File: config.mk
export PLATFORM = sky130hd
export DESIGN_NAME = axis_pattern_gen
export DESIGN_NICKNAME = d
export VERILOG_FILES = /design/src/rtl/axis_pattern_gen_pkg.sv /design/src/rtl/axis_pattern_gen_pixel.sv /design/src/rtl/axis_pattern_gen.sv
export SDC_FILE = /design/constraint.sdc
export NUM_CORES = 1
export LEC_CHECK = 0
export ABC_AREA = 1
export CORE_UTILIZATION = 60
export CTS_CLUSTER_SIZE = 30
export DETAILED_ROUTE_END_ITERATION = 8
export PLACE_DENSITY = 0.88
export SLEW_MARGIN = 10
export SYNTH_ARGS = -nofsm -noshare
export SYNTH_HDL_FRONTEND = slang
export SYNTH_HIERARCHICAL = 1
export SYNTH_SLANG_ARGS = --single-unit
File: constraint.sdc
create_clock -name clk_in -period 3.9 [get_ports clk_in]
set_input_delay 0.78 -clock clk_in [delete_from_list [all_inputs] [get_ports clk_in]]
set_output_delay 0.78 -clock clk_in [all_outputs]
set_load 0.05 [all_outputs]
File: src/rtl/axis_pattern_gen_pkg.sv
// Shared types and constants for the axis_pattern_gen video source.
// Optional build macro: AXIS_PATTERN_GEN_THROTTLE_EN (LFSR-gated beat offer).
package axis_pattern_gen_pkg;

    typedef enum logic [1:0] {
        IDLE   = 2'd0,
        ACTIVE = 2'd1,
        HBLANK = 2'd2,
        DONE   = 2'd3
    } state_t;

    // Default-width pixel as seen by the downstream video pipeline.
    typedef struct packed {
        logic [7:0] b;
        logic [7:0] g;
        logic [7:0] r;
    } rgb_t;

    // Fibonacci LFSR x^16 + x^14 + x^13 + x^11 + 1: bits 15, 13, 12, 10.
    localparam logic [15:0] LFSR_SEED = 16'hACE1;
    localparam logic [15:0] LFSR_TAPS = 16'hB400;

    // Counter width able to hold 0..n-1, never narrower than one bit.
    function automatic int cnt_w(input int n);
        return (n > 1) ? $clog2(n) : 1;
    endfunction

endpackage

File: src/rtl/axis_pattern_gen_pixel.sv
// Maps a pixel position (x, y, frame) to the packed {B,G,R} test pattern.
// R = x, G = y, B = x ^ y ^ frame, each truncated to the component width.
module axis_pattern_gen_pixel #(
    parameter int DATA_WIDTH = 8,
    parameter int XW         = 6,
    parameter int YW         = 5,
    parameter int FW         = 1
) (
    input  logic [XW-1:0]           x,
    input  logic [YW-1:0]           y,
    input  logic [FW-1:0]           frame,
    output logic [3*DATA_WIDTH-1:0] word
);

    typedef struct packed {
        logic [DATA_WIDTH-1:0] b;
        logic [DATA_WIDTH-1:0] g;
        logic [DATA_WIDTH-1:0] r;
    } pix_t;

    pix_t pix;

    // Component generation; packing order puts R in the least significant bits.
    always_comb begin
        pix.r = DATA_WIDTH'(x);
        pix.g = DATA_WIDTH'(y);
        pix.b = DATA_WIDTH'(x) ^ DATA_WIDTH'(y) ^ DATA_WIDTH'(frame);
    end

    assign word = pix;

endmodule

File: src/rtl/axis_pattern_gen.sv
// AXI4-Stream RGB test-pattern source: START_DELAY idle, then NUM_FRAMES frames.
// Optional build macro: AXIS_PATTERN_GEN_THROTTLE_EN gates new beats with an LFSR.
module axis_pattern_gen
    import axis_pattern_gen_pkg::*;
#(
    parameter int DATA_WIDTH  = 8,
    parameter int H_ACTIVE    = 64,
    parameter int V_ACTIVE    = 32,
    parameter int NUM_FRAMES  = 1,
    parameter int START_DELAY = 16,
    parameter int H_BLANK     = 0
) (
    input  logic                    clk_in,
    input  logic                    reset,
    output logic [3*DATA_WIDTH-1:0] tdata,
    output logic                    tlast,
    input  logic                    tready,
    output logic                    tuser,
    output logic                    tvalid,
    output logic                    done
);

    localparam int XW = cnt_w(H_ACTIVE);
    localparam int YW = cnt_w(V_ACTIVE);
    localparam int FW = cnt_w(NUM_FRAMES);

    localparam logic [XW-1:0] X_LAST = XW'(H_ACTIVE - 1);
    localparam logic [YW-1:0] Y_LAST = YW'(V_ACTIVE - 1);
    localparam logic [FW-1:0] F_LAST = FW'(NUM_FRAMES - 1);
    localparam logic [31:0]   D_LAST = 32'(START_DELAY - 1);
    localparam logic [31:0]   B_LAST = 32'(H_BLANK - 1);

    state_t state;

    logic [XW-1:0] x;
    logic [YW-1:0] y;
    logic [FW-1:0] frame;
    logic [XW-1:0] nx;
    logic [YW-1:0] ny;
    logic [FW-1:0] nf;
    logic [XW-1:0] px;
    logic [YW-1:0] py;
    logic [FW-1:0] pf;
    logic [31:0]   cnt;

    logic xfer;
    logic line_end;
    logic last_beat;
    logic offer;
    logic [3*DATA_WIDTH-1:0] pix_word;

`ifdef AXIS_PATTERN_GEN_THROTTLE_EN
    logic [15:0] lfsr;

    // Free-running throttle LFSR; bit 0 decides whether a new beat is offered.
    always_ff @(posedge clk_in) begin
        if (reset) begin
            lfsr <= LFSR_SEED;
        end else begin
            lfsr <= {lfsr[14:0], ^(lfsr & LFSR_TAPS)};
        end
    end

    assign offer = lfsr[0];
`else
    assign offer = 1'b1;
`endif

    assign xfer      = tvalid && tready;
    assign line_end  = (x == X_LAST);
    assign last_beat = line_end && (y == Y_LAST) && (frame == F_LAST);

    // Position of the beat following the one currently presented.
    always_comb begin
        nx = x + 1'b1;
        ny = y;
        nf = frame;
        if (line_end) begin
            nx = '0;
            if (y == Y_LAST) begin
                ny = '0;
                nf = frame + 1'b1;
            end else begin
                ny = y + 1'b1;
            end
        end
    end

    // Outside ACTIVE the only word ever loaded is the frame-0 origin.
    assign px = (state == ACTIVE) ? nx : '0;
    assign py = (state == ACTIVE) ? ny : '0;
    assign pf = (state == ACTIVE) ? nf : '0;

    axis_pattern_gen_pixel #(
        .DATA_WIDTH (DATA_WIDTH),
        .XW         (XW),
        .YW         (YW),
        .FW         (FW)
    ) u_pixel (
        .x     (px),
        .y     (py),
        .frame (pf),
        .word  (pix_word)
    );

    // Sequencer, position counters and registered stream outputs.
    always_ff @(posedge clk_in) begin
        if (reset) begin
            state  <= IDLE;
            cnt    <= '0;
            x      <= '0;
            y      <= '0;
            frame  <= '0;
            tvalid <= 1'b0;
            tdata  <= '0;
            tuser  <= 1'b0;
            tlast  <= 1'b0;
            done   <= 1'b0;
        end else begin
            unique case (state)
                IDLE: begin
                    if (START_DELAY <= 1 || cnt == D_LAST) begin
                        state  <= ACTIVE;
                        cnt    <= '0;
                        tvalid <= offer;
                        tdata  <= pix_word;
                        tuser  <= 1'b1;
                        tlast  <= 1'b0;
                    end else begin
                        cnt <= cnt + 1'b1;
                    end
                end
                ACTIVE: begin
                    if (xfer) begin
                        if (last_beat) begin
                            state  <= DONE;
                            tvalid <= 1'b0;
                            tdata  <= '0;
                            tuser  <= 1'b0;
                            tlast  <= 1'b0;
                            done   <= 1'b1;
                        end else begin
                            x     <= nx;
                            y     <= ny;
                            frame <= nf;
                            tdata <= pix_word;
                            tuser <= (nx == '0) && (ny == '0);
                            tlast <= (nx == X_LAST);
                            if (H_BLANK > 0 && line_end) begin
                                state  <= HBLANK;
                                cnt    <= '0;
                                tvalid <= 1'b0;
                            end else begin
                                tvalid <= offer;
                            end
                        end
                    end else if (!tvalid) begin
                        tvalid <= offer;
                    end
                end
                HBLANK: begin
                    if (cnt == B_LAST) begin
                        state  <= ACTIVE;
                        cnt    <= '0;
                        tvalid <= offer;
                    end else begin
                        cnt <= cnt + 1'b1;
                    end
                end
                DONE: begin
                    state <= DONE;
                end
            endcase
        end
    end

endmodule

Word-level counts from Yosys, hierarchy flattened. Cells that the tools add are included.

RAM bits: 0. Logic and storage cells: 77. Input bits: 3. Register bits: 74. Memories: 0. Bits in read-only memories: 0. Latch bits: 0.

Multiplexer cells: 32. Equality and inequality tests: 12. Divide/modulo/power cells: 0. Reduce and logical (&&, ||, !) cells: 15. $lt $le $gt $ge: 0. $mul: 0. Bitwise logic cells: 4. Add/subtract/negate cells: 4. Shift operators: 0.

Operators with widths (number): $mux W24 (3); $mux W32 (2); $pmux W32 S2 (1); $pmux W24 S2 (1); $add A32 B1 Y32 const B (1); $eq A32 B32 Y1 const B (1); $eq A32 B4 Y1 const B (1); $mux W5 (3); $eq A6 B6 Y1 const B (2); $mux W1 (12); $mux W6 (2); $reduce_and A3 Y1 (4); $mux W2 (4); $ne A2 B2 Y1 const B (4); $pmux W2 S4 (1); $xor A8 B1 Y8 (1); $add A6 B1 Y6 const B (1); $logic_not A6 Y1 (1); $xor A6 B5 Y6 (1); $add A5 B1 Y5 const B (1); $eq A5 B5 Y1 const B (1); $logic_not A5 Y1 (1); $eq A2 B2 Y1 const B (2); $logic_and A1 B1 Y1 (4); 9 further kinds (12).

Longest topological paths before layout. Gate-level depths: netlist of the first run.

Word-level depth: 9. Gate-level depth with buffers: 16. Depth with buffers taken out: 16.

Cells and area by module. Netlist of the first run, hierarchy kept.

By module, submodules not included: axis_pattern_gen (instances 1, sequential area each 1481.4 sq um, area an instance 4264.1 sq um, cells each 677); axis_pattern_gen_pixel (instances 1, sequential area each 0.0 sq um, area an instance 216.5 sq um, cells each 33).

Worst setup path before layout of the first run. OpenSTA, ideal clock, no wires.

Kind: register to register. From: register state[0]. To: register tdata[16]. Cell stages (with the launch flop): 16. Arrival time: 1.707 ns. Setup slack: 2.083 ns. Path through: dfxtp_1 buf_4 inv_1 nor2_4 inv_1 clkbuf_1 nor3_1 inv_1 nand2_1 nand2_1 nand2_1 nand2_1 nand2_1 nand4_1 nand2_1 nor2_1.

Longest elaborated chain between the ends: 7.

Ends and longest elaborated chain: start, declared (line axis_pattern_gen.sv:33) `state_t state;`; start signal, assigned (line axis_pattern_gen.sv:109) `state <= IDLE;`; start signal, assigned (line axis_pattern_gen.sv:123) `state <= ACTIVE;`; start signal, assigned (line axis_pattern_gen.sv:136) `state <= DONE;`; $eq A2 B1 Y1 * (line axis_pattern_gen.sv:90) `assign px = (state == ACTIVE) ? nx : '0;`; $mux W6 * (line axis_pattern_gen.sv:90); named net px[0] (line axis_pattern_gen.sv:41) `logic [XW-1:0] px;`; $xor A6 B5 Y6 * (line axis_pattern_gen_pixel.sv:27) `pix.b = DATA_WIDTH'(x) ^ DATA_WIDTH'(y) ^ DATA_WIDTH'(frame);`; $xor A8 B1 Y8 * (line axis_pattern_gen_pixel.sv:27); named net pix_word[16] (line axis_pattern_gen.sv:50) `logic [3*DATA_WIDTH-1:0] pix_word;`; $mux W24 (line axis_pattern_gen.sv:135) `if (last_beat) begin`; $mux W24 (line axis_pattern_gen.sv:134) `if (xfer) begin`; $pmux W24 S2 * (line axis_pattern_gen.sv:120) `unique case (state)`; end signal, assigned (line axis_pattern_gen.sv:126) `tdata <= pix_word;`; end signal, assigned (line axis_pattern_gen.sv:146) `tdata <= pix_word;`; end, declared (line axis_pattern_gen.sv:15) `output logic [3*DATA_WIDTH-1:0] tdata,`.

The timed path passes the listed nets; every way through them passes the cells marked *. The select of a mux whose other input is x is not followed. A chain may end at the register's enable or synchronous reset.

Worst setup path in the final report of the first run.
From: register state[0]. To: register y[2].

Longest elaborated chain between the ends: 2.

Ends and longest elaborated chain: $eq A2 B1 Y1 (line axis_pattern_gen.sv:120); $reduce_and A3 Y1 (no line); end signal, assigned (line axis_pattern_gen.sv:144) `y <= ny;`; end, declared (line axis_pattern_gen.sv:36) `logic [YW-1:0] y;`.

No other way between the ends.

==> flow_metrics.py, run 1 <==
metrics = {
    "critical_path": {
        "critPathCaptureType": "register",
        "crit_path_start_kind": "register",
        "critPathRequiredTime_ns": 4.16,
        "r2r_slack_ns": 1.50,
        "path_cells": "inv_1, nor2_4, inv_1, nor2_1, nand2_1, inv_1, nor2_1, a211oi_1",
        "crit_fanout": 13,
        "critPathArrivalTime_ns": 2.66,
        "timing.rr.start": "state[0]$_SDFFE_PP0P_",
        "path_common_cell": "inv_1",
        "critPathSlowestCell": "dfxtp_1",
        "r2r_end": "y[2]$_SDFFE_PP0P_",
        "max_stage_delay_ns": 0.57,
        "critPathKind": "register to register",
        "reg2regPathDepth": 8,
    },
    "floorplan": {
        "die_x_um": 88.42,
        "die_y_um": 88.42,
        "rows": 31,
        "die_area_um2": 7817,
        "core-area_um2": 7253,
        "ios": 31,
        "initial_core_util_pct": 61.77,
    },
    "cells_and_area": {
        "seqCellArea_um2": 1481,
        "drive_above_1_share_pct": 4.986,
        "multi_input_area_um2": 2364,
        "n_antenna_cell": 0,
        "design_area_um2": 4863,
        "finalNetCount": 727,
        "syn2layout_area_growth_pct": 8.545,
        "nFillCells": 637,
    },
    "routing": {
        "routed-via-count": 4319,
        "ant_nets": 0,
        "routedWlPerCell_um": 12.21,
        "dr.pass1.iters": 5,
        "vias_per_cell": 5.261,
        "first_iter_violations": 256,
        "drt-total-wl_mm": 10.02,
        "drcViolationCount": 0,
    },
    "clock_tree": {
        "post-cts-setup-buffers": 0,
        "cts_buffer_depth": 2,
        "hold_buffers": 0,
        "root_buffer": "clkbuf_8",
        "numCtsBuffers": 9,
        "cts_tree": "built",
        "cts-resized-gates": 0,
        "path_clk_slew_ns": 0.08,
        "cts.sinks": 74,
        "clkLatencyLatePin_ns": 0.36,
        "htree_levels": 3,
    },
    "job": {
        "cap_violations": 0,
    },
    "synth": {
        "yosys.cell_count.top_type": "nand2_1",
        "ys_seq_elements": 74,
        "ys_seq_area_share_pct": 33.06,
        "ys.flop_type": "dfxtp_1",
        "synth_area_leaders": "dfxtp_1, nand2_1, nor2_1",
        "synth_top_cells_by_count": "nand2_1, nor2_1, inv_1, dfxtp_1, nand4_1",
        "syn-instance-count": 710,
        "synthDistinctLibCells": 35,
        "async_reset_ff_share_pct": 0,
        "synth_edf_count": 0,
        "syn_area_um2": 4481,
        "synth.top_cell.area_share_pct": 33.06,
        "yosysWarnings": 6,
        "syn_area_per_cell_um2": 6.311,
        "yosys.area.top_type": "dfxtp_1",
    },
    "sta": {
        "slew_viol_final": 0,
        "final-setup-viol-count": 0,
        "setup-tns-final_ns": 0,
        "whs_ns": 0.4595,
        "fin_crit_sh_pct": 61.51,
        "worst_slack_ns": 1.501,
        "finClkSkew_ns": 0.01362,
        "max_slew_margin_pct": 56.21,
        "hold_violations": 0,
        "layout_min_cycle_time_ns": 2.399,
        "worstMarginPinSlew_ns": 0.6543,
        "rsz0062_at_grt": "false",
        "max_freq_mhz": 416.8,
    },
    "placement": {
        "portBuffers": 30,
        "globalplace.congestion": 0.9389,
        "dp_hpwl_mm": 7.239,
        "place_area_um2": 4678,
        "dp_slack_ns": 1.413,
    },
    "pwr": {
        "report.power.total_mw": 2.290,
        "ir_drop_v": 0.0001797,
        "power.density_nw_per_um2": 470.8,
        "power_leakage_nw": 2.064,
    },
    "hold_path": {
        "hold_depth": 2,
        "hold_path_class": "register to register",
        "holdCritStartpoint": "done$_SDFFE_PP0P_",
        "hold_end": "done$_SDFFE_PP0P_",
    },
    "global_route": {
        "grtUsageTotal_pct": 27.51,
        "antenna_found_initial": 0,
        "grt_max_degree": 39,
        "grt_pass1_wl_mm": 16.89,
        "gr-total-overflow": 0,
        "grt_pass1_vias": 3900,
    },
    "outcome": {
        "status": "completed",
    },
}
-- sequential cells by signal, indices dropped and copies added, names as in the netlist --
signal and count:
tvalid 1, frame 1, state 2, done 1
x 6, tdata 24, y 5, tlast 1
cnt 32, tuser 1
-- power breakdown --
group	internal [mW]	switching (mW)
combinational	0.248	0.554
sequential	0.846	0.0605
clock	0.294	0.288
total	1.39	0.902
-- logic make-up (layout without fill, tap and decap cells) --
family,after synthesis,in the layout,synth area share (%)
and+or+nand+nor,416,416,40.21
DFF,74,74,33.06
AOI/OAI and AO/OA,42,42,5.390
adders and majority gates,6,6,1.675
xor gates and xnor gates,25,25,4.887
buffers and inverters,146,152,14.69
other,1,7,0.08370
-- layout by cell type, fill, tap and decap left out --
cell type / count
nand2_1: 186
nor2_1: 131
inv_1: 103
dfxtp_1: 74
nand4_1: 34
nand3_1: 30
clkdlybuf4s50_1: 30
xor2_1: 23
a21oi_1: 18
o21ai_0: 14
nor3_1: 12
clkbuf_8: 9
conb_1: 7
nor2_2: 6
ha_1: 6
nand2_2: 5
nor2_4: 4
o21bai_1: 2
inv_2: 2
a211oi_1: 2
o211ai_1: 2
xnor2_1: 2
a31oi_1: 2
nor3b_1: 2
clkinvlp_4: 2
clkbuf_1: 2
buf_4: 2
nand3_2: 1
and2_1: 1
nand3b_1: 1
o21ai_4: 1
nand3_4: 1
a21boi_0: 1
nor4_1: 1
nor3b_2: 1
clkinv_4: 1
bufinv_16: 1
-- how the worst max path moves through the flow --
stage	from	end	slack (ns)	depth (start not counted)
3_3_place_gp	tready	tlast$_SDFFE_PP0P_	1.48	8
3_5_place_dp	tready	tdata[14]$_SDFFE_PP0P_	1.41	9
6_report	state[0]$_SDFFE_PP0P_	y[2]$_SDFFE_PP0P_	1.50	8
2_1_floorplan	state[0]$_SDFFE_PP0P_	tdata[16]$_SDFFE_PP0P_	2.08	15
4_1_cts	state[0]$_SDFFE_PP0P_	y[2]$_SDFFE_PP0P_	1.54	8
5_1_grt	state[0]$_SDFFE_PP0P_	x[1]$_SDFFE_PP0P_	1.31	8
-- final cells by class --
| cell class | count | share of cell area [%] |
|---|---|---|
| clock buffer | 11 | 2.701 |
| clock inverter | 4 | 1.106 |
| inverter | 105 | 8.104 |
| multi-input combinational | 496 | 48.60 |
| sequential | 74 | 30.46 |
| tap | 99 | 2.547 |
| timing repair buffer | 32 | 6.483 |
-- layer usage --
metal | vias to the layer above | wire length [um] | global-route usage, %
met3 | 26 | 665 | 4.944
met1 | 1936 | 4406 | 35.11
met4 | 0 | 253 | 13.64
li1 | 2186 | - | -
met5 | - | 0 | 0
met2 | 171 | 4697 | 44.83
-- metrics by stage --
stage | util (%) | instances
4_1_cts | 67.05 | 821
5_1_grt | 67.05 | 821
3_3_place_gp | 64.50 | 806
2_1_floorplan | - | 716
6_report | 67.05 | 821
3_5_place_dp | 64.50 | 806
-- critical path, delay by kind of cell (launching register included) --
family / cells / cell delay [ns]
AOI/OAI and AO/OA: 1 / 0.19
and+or+nand+nor: 4 / 0.73
buffers and inverters: 3 / 0.81
DFF: 1 / 0.57
Power figures use the tool's default switching activity.
==> run 2: changes to the inputs <==
--- a/config.mk
+++ b/config.mk
@@ -6,10 +6,10 @@
 export NUM_CORES = 1
 export LEC_CHECK = 0
 export ABC_AREA = 1
-export CORE_UTILIZATION = 60
+export CORE_UTILIZATION = 54
 export CTS_CLUSTER_SIZE = 30
 export DETAILED_ROUTE_END_ITERATION = 8
-export PLACE_DENSITY = 0.88
+export PLACE_DENSITY = 0.84
 export SLEW_MARGIN = 10
 export SYNTH_ARGS = -nofsm -noshare
 export SYNTH_HDL_FRONTEND = slang
==> constraint.sdc (replaced) <==
create_clock -name clk_in -period 2 [get_ports clk_in]
set_input_delay 0.4 -clock clk_in [delete_from_list [all_inputs] [get_ports clk_in]]
set_output_delay 0.4 -clock clk_in [all_outputs]
set_load 0.05 [all_outputs]
==> run 2 against run 1 <==
Compared with the run above:
- non-clock buffer count up 17
- setup slack worse by 1.5 ns
- cell area increased by 5.4%
- sequential power up 93%
- die area increased by 11%
- register-to-register slack worse by 1.4 ns
- routed wire length is 2.7% higher
- via count hardly changed
- critical path depth shrank 7
==> flow_metrics.py, run 2 (same netlist as run 1, synthesis figures left out) <==
metrics = {
    "pwr": {
        "combPwrFrac_pct": 35.1,
        "report.power.total_mw": 4.697,
        "ir_drop_v": 0.0004168,
        "swShare_pct": 37.69,
        "power.density_nw_per_um2": 916.5,
        "power_leakage_nw": 2.187,
        "clkPwrFrac_pct": 27.6,
        "intPower_mw": 2.927,
        "netSwitchingPower_mw": 1.770,
        "seq_power_share_pct": 37.4,
    },
    "placement": {
        "dpl.cell_count": 824,
        "globalplace.congestion": 0.9862,
        "dp_hpwl_mm": 7.419,
        "portBuffers": 30,
        "dp_slack_ns": 0.08839,
    },
    "critical_path": {
        "crit_fanout": 2,
        "startpoint": "tdata[11]$_SDFFE_PP0P_",
        "path_cells": "clkdlybuf4s50_1",
        "critPathKind": "register to output pin",
        "timing.rr.start": "y[1]$_SDFFE_PP0P_",
        "max_stage_delay_ns": 0.82,
        "crit_path_start_kind": "register",
        "cp_top_family": "buffers and inverters",
        "crit_buf_inv": 1,
        "critPathSlowestCell": "clkdlybuf4s50_1",
        "critPathRequiredTime_ns": 1.60,
        "critPathCaptureType": "output pin",
        "critPathArrivalTime_ns": 1.55,
    },
    "job": {
        "cap_violations": 0,
    },
    "hold_path": {
        "holdCritStartpoint": "done$_SDFFE_PP0P_",
        "hold_path_class": "register to register",
    },
    "sta": {
        "final-setup-viol-count": 0,
        "setup-tns-final_ns": 0,
        "layout_min_cycle_time_ns": 1.949,
        "worst_slack_ns": 0.05054,
        "worstMarginPinSlew_ns": 0.5089,
        "finClkSkew_ns": 0.01250,
        "slew_viol_final": 0,
        "max_slew_margin_pct": 65.76,
        "max_freq_mhz": 513.0,
        "hold_violations": 0,
        "fin_crit_sh_pct": 97.47,
        "rsz0062_at_grt": "true",
    },
    "routing": {
        "dr.pass1.iters": 5,
        "ant_nets": 0,
        "drcViolationCount": 0,
        "first_iter_violations": 262,
        "vias_per_cell": 5.119,
        "routedWlPerCell_um": 12.21,
        "drt-total-wl_mm": 10.29,
        "routed-via-count": 4315,
    },
    "floorplan": {
        "die_area_um2": 8666,
        "initial_core_util_pct": 56.81,
        "core-area_um2": 7888,
        "die_x_um": 93.09,
        "ios": 31,
        "die_y_um": 93.09,
        "rows": 32,
    },
    "cells_and_area": {
        "post-route-util_pct": 64.97,
        "reg.largest.list": "cnt x32, tdata x24, x x6",
        "fin_cells": 843,
        "mostFrequentLayoutCells": "nand2_1, nor2_1, inv_1",
        "n_antenna_cell": 0,
        "regMostFlops": "cnt",
        "largest_reg_flops": 32,
        "finalNetCount": 745,
        "mostFrequentLayoutCell": "nand2_1",
        "drive_above_1_share_pct": 9.447,
        "syn2layout_area_growth_pct": 14.38,
    },
    "clock_tree": {
        "cts_buffer_depth": 2,
        "path_clk_slew_ns": 0.07,
        "root_buffer": "clkbuf_8",
        "htree_levels": 3,
        "cts.sinks": 74,
        "numCtsBuffers": 9,
        "cts_tree": "built",
        "clkLatencyLatePin_ns": 0.35,
    },
    "global_route": {
        "grtUsageTotal_pct": 24.97,
        "grt_pass1_vias": 3893,
        "grt_max_degree": 28,
        "gr-total-overflow": 0,
        "grt_pass1_wl_mm": 17.23,
        "antenna_found_initial": 0,
    },
    "outcome": {
        "status": "completed",
    },
}
==> run 2: power by group through the flow <==
stage / clock network, mW / logic (mW) / registers, mW
global route: 1.39 / 1.81 / 1.77
detailed placement: 0 / 1.63 / 1.79
global placement: 0 / 1.61 / 1.78
CTS: 1.32 / 1.64 / 1.76
finish: 1.29 / 1.65 / 1.75
floorplan: 0 / 0.713 / 2.27
==> run 2: repair_timing <==
action,CTS,global route
endpoints found under the setup margin,0,40
gates resized for setup,0,21
hold buffers,0,0
buffers inserted,0,2
==> run 2: metrics by stage <==
| stage | hold slack [ns] | instance area, um2 |
|---|---|---|
| after global routing | 0.4776 | 5125 |
| after global placement | 0.4391 | 4807 |
| after CTS | 0.4630 | 5026 |
| after detailed placement | 0.4520 | 4807 |
| final | 0.4582 | 5125 |
| after floorplan | 0.4536 | 4503 |
==> run 2: path summary, 6_finish.rpt <==
kind                                                to  slack [ns]  depth (start not counted)
worst max-delay path                         tdata[11]        0.05                          1
worst max register to register  tdata[18]$_SDFFE_PP0P_        0.11                         14
worst min-delay path                 done$_SDFFE_PP0P_        0.46                          2
worst min register to register       done$_SDFFE_PP0P_        0.46                          2
==> run 2: final cells by class <==
class / instances / area [um2]
Tap cell: 102 / 127.6
Sequential cell: 74 / 1484
Inverter: 105 / 394.1
Multi-Input combinational cell: 497 / 2445
Timing Repair Buffer: 49 / 455.4
Fill cell: 699 / 2763
Clock buffer: 11 / 141.4
Clock inverter: 5 / 77.57
==> run 2: layer usage <==
metal	global-route usage [%]	vias to the layer above	share of wire, %
li1	-	2223	-
met1	32.85	1914	46
met2	41.05	168	46
met3	3.171	10	6.1
met4	10.64	0	1.3
met5	0	-	0
==> run 3: changes to the inputs <==
--- a/config.mk
+++ b/config.mk
@@ -6,10 +6,12 @@
 export NUM_CORES = 1
 export LEC_CHECK = 0
 export ABC_AREA = 1
+export CORE_MARGIN = 4
 export CORE_UTILIZATION = 54
 export CTS_CLUSTER_SIZE = 30
 export DETAILED_ROUTE_END_ITERATION = 8
 export PLACE_DENSITY = 0.84
+export SETUP_SLACK_MARGIN = 0.02
 export SLEW_MARGIN = 10
 export SYNTH_ARGS = -nofsm -noshare
 export SYNTH_HDL_FRONTEND = slang
==> run 3 against run 2 <==
Compared with the run above:
- register-to-register slack improved by 0.02 ns
- count of clock-buffer cells in the layout rose by 2
- hold slack improved by 0.013 ns
- non-clock buffer count rose by 3
- sequential power barely moved
- global-route usage fell by 4.1 points
- die area rose by 13%
- largest power group unchanged
==> flow_metrics.py, run 3 (same netlist as run 1, synthesis figures left out) <==
metrics = {
    "routing": {
        "routedWlPerCell_um": 12.06,
        "routed-via-count": 4278,
        "drt-total-wl_mm": 10.21,
        "vias_per_cell": 5.051,
        "ant_nets": 0,
        "first_iter_violations": 266,
        "drcViolationCount": 0,
        "dr.pass1.iters": 5,
    },
    "placement": {
        "portBuffers": 30,
        "dpl.cell_count": 825,
        "globalplace.congestion": 0.9253,
        "place_area_um2": 4802,
        "dp_hpwl_mm": 7.322,
    },
    "floorplan": {
        "die_area_um2": 9819,
        "ios": 31,
        "die_y_um": 99.09,
        "rows": 32,
        "die_x_um": 99.09,
        "core-area_um2": 7888,
        "initial_core_util_pct": 56.81,
    },
    "job": {
        "cap_violations": 0,
    },
    "critical_path": {
        "max_stage_delay_ns": 0.81,
        "cp_top_family": "buffers and inverters",
        "critPathSlowestCell": "clkdlybuf4s50_1",
        "cp.depth": 1,
        "crit_buf_inv": 1,
        "critPathKind": "register to output pin",
        "critPathRequiredTime_ns": 1.60,
        "critPathArrivalTime_ns": 1.51,
        "path_cells": "clkdlybuf4s50_1",
        "critPathCaptureType": "output pin",
        "reg2regPathDepth": 9,
        "crit_fanout": 2,
        "crit_path_start_kind": "register",
    },
    "sta": {
        "max_freq_mhz": 522.5,
        "rsz0062_at_grt": "true",
        "fin_crit_sh_pct": 95.69,
        "final-setup-viol-count": 0,
        "setup-tns-final_ns": 0,
        "hold_violations": 0,
        "worstMarginPinSlew_ns": 0.5267,
        "finClkSkew_ns": 0.007702,
        "max_slew_margin_pct": 64.56,
        "layout_min_cycle_time_ns": 1.914,
        "whs_ns": 0.4712,
        "slew_viol_final": 0,
    },
    "cells_and_area": {
        "mostFrequentLayoutCell": "nand2_1",
        "drive_above_1_share_pct": 10.34,
        "reg.largest.list": "cnt x32, tdata x24, x x6",
        "largest_reg_flops": 32,
        "design_area_um2": 5107,
        "regMostFlops": "cnt",
        "syn2layout_area_growth_pct": 13.99,
        "finalNetCount": 749,
        "n_antenna_cell": 0,
        "nFillCells": 742,
        "fin_cells": 847,
        "mostFrequentLayoutCells": "nand2_1, nor2_1, inv_1",
    },
    "clock_tree": {
        "root_buffer": "clkbuf_8",
        "hold_buffers": 0,
        "cts_buffer_depth": 2,
        "numCtsBuffers": 9,
        "htree_levels": 3,
        "path_clk_slew_ns": 0.07,
        "cts.sinks": 74,
        "cts_tree": "built",
        "clkLatencyLatePin_ns": 0.35,
    },
    "pwr": {
        "seq_power_share_pct": 39.7,
        "intPower_mw": 2.669,
        "power_leakage_nw": 2.185,
        "power.density_nw_per_um2": 862.1,
        "netSwitchingPower_mw": 1.734,
        "combPwrFrac_pct": 37.1,
        "swShare_pct": 39.37,
        "ir_drop_v": 0.0004097,
        "report.power.total_mw": 4.403,
        "clkPwrFrac_pct": 23.2,
    },
    "global_route": {
        "grt_pass1_vias": 3887,
        "grt_max_degree": 28,
        "gr-total-overflow": 0,
        "antenna_found_initial": 0,
        "grtUsageTotal_pct": 20.83,
        "grt_pass1_wl_mm": 17.13,
    },
    "hold_path": {
        "hold_depth": 2,
        "hold_path_class": "register to register",
    },
    "outcome": {
        "status": "completed",
    },
}
==> run 3: layer usage <==
metal	wire, um	track usage [%]	part of all wire, %
met5	0	0	0
met2	4759	33.88	47
met4	157	6.618	1.5
met3	462	3.086	4.5
met1	4833	28.48	47
==> run 3: path summary, 6_finish.rpt <==
path / from / end / slack (ns)
hold reg to reg: tvalid$_SDFFE_PP0P_ / tvalid$_SDFFE_PP0P_ / 0.47
setup / recovery: tdata[18]$_SDFFE_PP0P_ / tdata[18] / 0.09
hold / removal: tvalid$_SDFFE_PP0P_ / tvalid$_SDFFE_PP0P_ / 0.47
setup reg to reg: y[0]$_SDFFE_PP0P_ / y[3]$_SDFFE_PP0P_ / 0.13
==> run 3: power groups by stage <==
stage	sequential (mW)	combinational (mW)	clock, mW
final	1.75	1.63	1.02
after global routing	1.78	1.78	1.10
after CTS	1.75	1.62	1.03
after detailed placement	1.79	1.62	0
after global placement	1.78	1.60	0
after floorplan	2.27	0.713	0
==> run 3: stage by stage <==
step	utilization (%)	setup slack, ns
2_1_floorplan	-	0.1834
3_3_place_gp	60.88	0.1125
3_5_place_dp	60.88	0.03692
4_1_cts	63.01	0.04447
5_1_grt	64.75	-0.07515
6_report	64.75	0.08628
==> run 3: layout make-up <==
type / count / area, um2 / area share (%)
multi-input combinational: 497 / 2456 / 48.09
sequential: 74 / 1486 / 29.10
timing repair buffer: 52 / 467.9 / 9.162
inverter: 105 / 397.9 / 7.790
clock buffer: 13 / 148.9 / 2.915
tap: 102 / 127.6 / 2.499
clock inverter: 3 / 15.01 / 0.2940
timing repair inverter: 1 / 7.507 / 0.1470
==> run 3: what timing repair did <==
action	CTS	global route
pin swaps	0	5
gates cloned	0	2
gates resized for setup	1	28
setup buffers	0	4
endpoints found under the setup margin	1	45
==> run 3: worst reg2reg max path, delay by kind of cell (launching register included) <==
kind | cells | cell delay, ns
buf+inv | 2 | 0.35
flops | 1 | 0.38
compound gates | 1 | 0.12
fa+ha+maj | 2 | 0.42
simple gates | 4 | 0.54
